$ cat src/rtl/pipe_ctrl.sv
// pipe_ctrl: pipeline sequencer for the 5-stage RV32 core.
// Latency: enables/flushes are combinational (zero-cycle); state, halt, error and stall count are registered.
// Backpressure: a dmem wait freezes PC..EX/MEM; after MEM_TIMEOUT consecutive wait cycles the core halts with a sticky error.
//
// Ports:
//   i_clk, i_rst        clock, synchronous active-high reset
//   i_hzrd_stall        load-use stall request from the hazard unit
//   i_br_taken          branch/jump taken in EX (redirect PC)
//   i_dmem_req          MEM stage holds a load/store this cycle
//   i_dmem_ready        data memory completes the access this cycle
//   i_halt_req          ebreak/ecall in EX
//   i_resume            debug resume from the halted state
//   o_pc_en .. o_mem_wb_flush  per-stage register enables and flushes
//   o_halted            core halted
//   o_mem_err           sticky dmem timeout error
//   o_stall_cnt         saturating count of stall/freeze cycles
module pipe_ctrl #(
    parameter int MEM_TIMEOUT = 16,
    parameter int CNT_W       = 16
) (
    input  logic             i_clk,
    input  logic             i_rst,
    input  logic             i_hzrd_stall,
    input  logic             i_br_taken,
    input  logic             i_dmem_req,
    input  logic             i_dmem_ready,
    input  logic             i_halt_req,
    input  logic             i_resume,
    output logic             o_pc_en,
    output logic             o_if_id_en,
    output logic             o_if_id_flush,
    output logic             o_id_ex_en,
    output logic             o_id_ex_flush,
    output logic             o_ex_mem_en,
    output logic             o_mem_wb_en,
    output logic             o_mem_wb_flush,
    output logic             o_halted,
    output logic             o_mem_err,
    output logic [CNT_W-1:0] o_stall_cnt
);

    localparam int WC_W = $clog2(MEM_TIMEOUT + 1);

    typedef enum logic [1:0] {
        RUN        = 2'd0,
        DMEM_WAIT  = 2'd1,
        HALT_DRAIN = 2'd2,
        HALTED     = 2'd3
    } state_t;

    state_t            r_state;
    state_t            w_next;
    logic [WC_W-1:0]   r_wait_cnt;
    logic [1:0]        r_drain_cnt;
    logic              r_halted;
    logic              r_mem_err;
    logic [CNT_W-1:0]  r_stall_cnt;

    logic w_freeze;
    logic w_timeout;
    logic w_stall_evt;

    // A halted core has no live MEM-stage access, so dmem handshakes are ignored there.
    assign w_freeze  = i_dmem_req & ~i_dmem_ready & (r_state != HALTED);
    assign w_timeout = w_freeze && (r_wait_cnt == WC_W'(MEM_TIMEOUT - 1));

    always_comb begin
        o_pc_en        = 1'b1;
        o_if_id_en     = 1'b1;
        o_if_id_flush  = 1'b0;
        o_id_ex_en     = 1'b1;
        o_id_ex_flush  = 1'b0;
        o_ex_mem_en    = 1'b1;
        o_mem_wb_en    = 1'b1;
        o_mem_wb_flush = 1'b0;
        w_next         = r_state;
        w_stall_evt    = 1'b0;

        if (i_rst) begin
            o_pc_en        = 1'b0;
            o_if_id_en     = 1'b0;
            o_id_ex_en     = 1'b0;
            o_ex_mem_en    = 1'b0;
            o_mem_wb_en    = 1'b0;
            o_if_id_flush  = 1'b1;
            o_id_ex_flush  = 1'b1;
            o_mem_wb_flush = 1'b1;
            w_next         = RUN;
        end else if (w_freeze) begin
            // Hold everything up to EX/MEM; push a bubble into MEM/WB so the
            // waiting instruction is not retired more than once.
            o_pc_en        = 1'b0;
            o_if_id_en     = 1'b0;
            o_id_ex_en     = 1'b0;
            o_ex_mem_en    = 1'b0;
            o_mem_wb_flush = 1'b1;
            w_stall_evt    = 1'b1;
            if (w_timeout) begin
                w_next = HALTED;
            end else if (r_state == HALT_DRAIN) begin
                w_next = HALT_DRAIN;
            end else begin
                w_next = DMEM_WAIT;
            end
        end else begin
            case (r_state)
                HALTED: begin
                    o_pc_en     = 1'b0;
                    o_if_id_en  = 1'b0;
                    o_id_ex_en  = 1'b0;
                    o_ex_mem_en = 1'b0;
                    o_mem_wb_en = 1'b0;
                    if (i_resume && !r_mem_err) begin
                        w_next = RUN;
                    end
                end
                HALT_DRAIN: begin
                    // Let the instructions already past ID retire; nothing new enters.
                    o_pc_en       = 1'b0;
                    o_if_id_en    = 1'b0;
                    o_id_ex_flush = 1'b1;
                    if (r_drain_cnt == 2'd1) begin
                        w_next = HALTED;
                    end
                end
                default: begin
                    // RUN, or the DMEM_WAIT cycle in which memory completes.
                    w_next = RUN;
                    if (i_halt_req) begin
                        o_pc_en       = 1'b0;
                        o_if_id_flush = 1'b1;
                        o_id_ex_flush = 1'b1;
                        w_next        = HALT_DRAIN;
                    end else if (i_br_taken) begin
                        // ID holds a wrong-path instruction, so any load-use stall on it is moot.
                        o_if_id_flush = 1'b1;
                        o_id_ex_flush = 1'b1;
                    end else if (i_hzrd_stall) begin
                        o_pc_en       = 1'b0;
                        o_if_id_en    = 1'b0;
                        o_id_ex_flush = 1'b1;
                        w_stall_evt   = 1'b1;
                    end
                end
            endcase
        end
    end

    always_ff @(posedge i_clk) begin
        if (i_rst) begin
            r_state     <= RUN;
            r_wait_cnt  <= '0;
            r_drain_cnt <= 2'd0;
            r_halted    <= 1'b0;
            r_mem_err   <= 1'b0;
            r_stall_cnt <= '0;
        end else begin
            r_state  <= w_next;
            r_halted <= (w_next == HALTED);
            // Any non-freeze cycle clears the count, including every HALTED cycle.
            r_wait_cnt <= w_freeze ? (r_wait_cnt + WC_W'(1)) : '0;
            if (r_state == HALT_DRAIN) begin
                if (!w_freeze) begin
                    r_drain_cnt <= r_drain_cnt + 2'd1;
                end
            end else begin
                r_drain_cnt <= 2'd0;
            end
            if (w_timeout) begin
                r_mem_err <= 1'b1;
            end
            if (w_stall_evt && !(&r_stall_cnt)) begin
                r_stall_cnt <= r_stall_cnt + CNT_W'(1);
            end
        end
    end

    assign o_halted    = r_halted;
    assign o_mem_err   = r_mem_err;
    assign o_stall_cnt = r_stall_cnt;

endmodule

$ cat config.mk
export PLATFORM = sky130hd
export DESIGN_NAME = pipe_ctrl
export DESIGN_NICKNAME = d
export VERILOG_FILES = /design/src/rtl/pipe_ctrl.sv
export SDC_FILE = /design/constraint.sdc
export NUM_CORES = 1
export LEC_CHECK = 0
export ABC_CLOCK_PERIOD_IN_PS = 2700
export CAP_MARGIN = 30
export CORE_ASPECT_RATIO = 1.1
export CORE_MARGIN = 2
export CORE_UTILIZATION = 40
export DETAILED_ROUTE_END_ITERATION = 10
export GPL_TIMING_DRIVEN = 1
export PLACE_DENSITY = 0.64
export SLEW_MARGIN = 20
export SYNTH_ARGS = -nofsm -noshare
export SYNTH_HDL_FRONTEND = slang
export SYNTH_SLANG_ARGS = --single-unit
$ cat constraint.sdc
create_clock -name i_clk -period 2.7 [get_ports i_clk]
set_clock_uncertainty 0.2 [all_clocks]
set_input_delay 0.81 -clock i_clk [delete_from_list [all_inputs] [get_ports i_clk]]
set_output_delay 0.81 -clock i_clk [all_outputs]
set_load 0.03 [all_outputs]
## Word level (Yosys, flattened, before mapping)

Cells that the tools add are included.

- Register bits after elaboration: 27
- Bits of input ports: 8
- Output and inout port bits: 26
- Word-level logic and storage cells: 70

- $add $sub $neg: 3
- Equal/unequal tests: 6
- Multiplexer cells: 41
- Bitwise gates (word level): 5
- Reduce and logical (&&, ||, !) cells: 9

Operators with widths:

| operator | count |
|---|---|
| $mux W1 | 32 |
| $add A16 B1 Y16 const B | 1 |
| $reduce_and A16 Y1 | 1 |
| $mux W2 | 7 |
| $eq A2 B2 Y1 const B | 3 |
| $reduce_or A2 Y1 | 3 |
| $add A5 B1 Y5 const B | 1 |
| $eq A5 B4 Y1 const B | 1 |
| $pmux W2 S2 | 1 |
| $logic_and A1 B1 Y1 | 3 |
| $not A1 Y1 | 3 |
| $add A2 B1 Y2 const B | 1 |
| $and A1 B1 Y1 | 2 |
| $eq A2 B1 Y1 const B | 1 |
| $logic_not A1 Y1 | 2 |
| $ne A2 B2 Y1 const B | 1 |
| $pmux W1 S2 | 1 |

## Logic depth before layout (Yosys ltp)

- Depth after elaboration: 8
- Depth in mapped cells: 7
- Mapped depth without buffers: 7

## Worst setup path after synthesis

Ideal clock, no wire load.

- Path kind: input to output
- Start: in i_rst
- End: out o_pc_en
- Data arrival time: 2101 ps
- Slack: -411 ps
- Stages: 5
- Buffers on the path: 2
- Cells stage by stage: buf_2 -> inv_1 -> clkbuf_1 -> nand2_1 -> nor3_1

- Word-level cells in the longest chain between the ends: 1

Ends and longest elaborated chain:

| element | RTL line | source |
|---|---|---|
| start, declared | 22 | `input logic i_rst,` |
| $mux W1 | 79 | `if (i_rst) begin` |
| end, declared | 29 | `output logic o_pc_en,` |

No other way between the ends.

## Worst setup path in the final report

- Start: in i_rst
- End: out o_id_ex_en

- Word-level cells in the longest chain between the ends: 1

Ends and longest elaborated chain:

| element | RTL line | source |
|---|---|---|
| $mux W1 | 79 |  |
| end, declared | 32 | `output logic o_id_ex_en,` |

No other way between the ends.

==> metrics.md <==
| Metric | Value |
|---|---|
| Status | finished, final reports clean |
| CTS Buf Count | 3 |
| Internal Dissipation | 0.565 mW |
| Hold WC Path Type | register to register |
| Worst stage delay on the critical path | between 200 and 300 ps |
| Dominant synthesized flop cell | dfxtp_1 |
| Max IR drop VDD | between 200 and 250 uV |
| Skew-Pair Late Insertion Delay | approximately 270 ps |
| Largest cells by area after synthesis | dfxtp_1, nand2_1, ha_1 |
| Unrepaired setup endpoints after global routing | false |
| Number of max-cap violations | 0 |
| First-iteration detailed-routing DRC count | 87 |
| Clock share of power | a little under a third |
| CTS Root Cell | clkbuf_8 |
| Initial antenna violation count | 0 |
| # clock sinks | 27 |
| Switching Share | 27.5% |
| Min Hold Slack | 256 ps |
| Crit-path cells | dlygate4sd2_1 > buf_6 > a21oi_4 > and2_2 > buf_4 |
| Minimum clock period | 2660 ps |
| Seq/Total Area, Yosys | 36.3% |
| Worst path arrival time | 1650 ps |
| FP Rows | 23 |
| H-tree depth | 1 |
| Fin. max-slew vios | 0 |
| Unique masters post-synth | 46 |
| Post-DR wirelength/cell | 13.5 um |
| Starting density of the core | 41.4% |
| ANT cells | 0 |
| Fillers | approximately 340 |
| TritonCTS clock tree | yes |
| # DRC | 0 |
| WP buf/inv | 3 |
| Worst Setup Path Type | primary input to output pin |
| Synth area leader | dfxtp_1 |
| Area of the multi-input gates | 883 um^2 |
| DRT Pass-1 Iters | 4 |
| Period utilisation layout | between 90% and 100% |
| Setup ws final | 37.0 ps |
| Die Span Y | 68.0 um |
| Sequential power share | 53.1% |
| Number of global-route vias before repair | 1366 |
| RR Startpoint | r_state[1] |
| FF/Latch Area | 541 um^2 |
| Final Setup Violations | 0 |
| Cell count after synthesis | around 160 |
| HPWL after DPL | 2.62 mm |
| Critical Path RT | 1690 ps |
| Relative slew slack | 61.7% |
| Layout cell share with drive strength beyond 1 | 26.0% |
| WL final | ~3.5 mm |
| CP max FO | 3 |
| Critical Path End Type | output pin |
| Cells after DPL | 253 |
| Final net count | between 200 and 250 |
| Hold Vio Cnt, Final | 0 |
| Filler-free cell count of the finished design | 258 |
| FMAX | 376 MHz |
| Logic pwr share | between 10% and 20% |
| Core area | ~3600 um^2 |
| EDFF count, synth | 0 |
| Clk pin slew, worst setup/hold paths | 100 ps |
| Setup crit start | i_rst |
| Vias | approximately 1400 |
| Global-route wire length before repair | roughly 6 mm |
| Die footprint | between 4000 and 5000 um^2 |
| Synth async-reset ratio | 0% |
| Share of the synthesized area in the top cell type | 36.3% |
| GRT overflow | 0 |
| ANT nets after route | 0 |
| Top delay family on crit path | buffers and inverters |
| Syn_area_per_cell | between 9 and 10 um^2 |
| Post-synth net total | about 180 |
| CTS Buffer Depth | 2 |
| Largest net degree at the start of global routing | 21 |
| P_leak | approximately 0.72 nW |
| # IOs | 34 |
| Total track usage | between 10% and 20% |
| Net switching power | 0.214 mW |
| Hold_sp | r_wait_cnt[0] |
| Number of port buffers | 33 |
| Worst slew pin tran | about 570 ps |
| Vias per cell | 5.40 |
| CP max stage cell | dlygate4sd2_1 |
| Yosys warnings | 0 |
| Power density over the cells | between 300 and 400 nW/um^2 |
| Area added between synthesis and finish | 34.5% |
| #FFs+latches synth | 27 |
| Hold_buf cts | 0 |
| Startpoint types | primary input |
| Setup Slack @ Placement | -328 ps |
| Global placement routability congestion | 0.841 |
| TNS Setup | 0 ps |
| Netlist Area Pre-Place | 1490 um^2 |
| Die width | ~62 um |
## logic make-up (layout without fill, tap and decap cells)
kind of cell,after synthesis,in the layout,synth area share [%]
AOI/OAI and AO/OA,33,33,17.2
xor gates and xnor gates,3,3,1.77
adders and majority gates,4,4,3.36
buffers and inverters,18,62,7.14
DFF,27,27,36.3
muxes,5,5,3.70
and+or+nand+nor,74,74,30.5
## power by group through the flow
stage          Sequential, mW  Combinational [mW]  Clock (mW)
2_1_floorplan           0.421              0.0710           0
3_3_place_gp            0.422               0.121           0
3_5_place_dp            0.422               0.123           0
4_1_cts                 0.413               0.126       0.246
5_1_grt                 0.415               0.135       0.273
6_report                0.413               0.126       0.239
## path summary, 6_finish.rpt
check	endpoint	slack [ps]	cells after the start
worst max-delay path	o_id_ex_en	40	5
worst min-delay path	r_wait_cnt[0]	260	1
worst max register to register	o_stall_cnt[4]	530	6
worst min register to register	r_wait_cnt[0]	260	1
## cell usage after synthesis (all sizes together), types with 5 or more instances
library cell   n
dfxtp         27
o21ai          5
nand2         14
nor2          12
nor4          10
a21oi          9
nand4          8
nor2b          6
o31ai          5
inv            7
buf           10
## state kept, by name (all words and copies together) (netlist names)
signal / flops
o_halted: 1
o_mem_err: 1
o_stall_cnt: 16
r_drain_cnt: 2
r_state: 2
r_wait_cnt: 5
## layout make-up
class                           instances  share of cell area [%]
Sequential cell                        27                    27.0
Tap cell                               50                    3.12
Inverter                                7                    1.31
Clock buffer                            3                    2.06
Multi-Input combinational cell        119                    44.1
Clock inverter                          1                   0.375
Timing Repair Buffer                   51                    22.0
## repair_timing
action | in CTS | in global routing
pin swaps | 3 | 3
setup endpoints to repair | 8 | 3
gates resized for setup | 19 | 4
setup buffers | 1 | 0
## worst register-to-register path, cell delays in order, from the launching register on
cell	delay [ps]
dfxtp_1	640
a21oi_4	120
buf_4	160
a32oi_4	470
buf_4	250
o311ai_0	140
o41ai_1	100
## layout by cell type (no fill, tap or decap), types with 2 or more instances in the layout
cell type,synthesis,layout
clkdlybuf4s50_1,0,19
nand4_1,7,7
o311ai_0,4,4
o21ai_1,1,2
nor2_1,12,11
xnor2_1,2,2
o31ai_1,5,4
buf_6,4,2
inv_1,7,6
and3_1,4,4
or4_1,3,3
or3_1,4,4
a21oi_1,8,7
ha_1,4,4
nand2_1,14,13
mux2_2,4,4
o41ai_1,4,4
buf_4,1,24
o21ai_0,4,3
clkbuf_8,0,3
nor4_2,2,3
nand3_1,3,3
nor2b_1,6,5
a21oi_4,1,2
nor4_1,7,6
dlygate4sd2_1,0,2
dfxtp_1,27,27
## through the flow
step | power [mW] | area (um^2) | utilization [%]
after floorplan | 0.491 | 1510 | -
after global placement | 0.542 | 1930 | 53.7
after detailed placement | 0.545 | 1930 | 53.7
after CTS | 0.786 | 2000 | 55.6
after global routing | 0.824 | 2000 | 55.7
final | 0.778 | 2000 | 55.7
## layer usage
layer	share of wire [%]	global-route usage [%]
met5	0	0
met4	2.0	8.33
met3	3.0	2.96
met2	50	32.5
met1	45	20.1
Note: power is estimated with default switching activity, not from simulation.
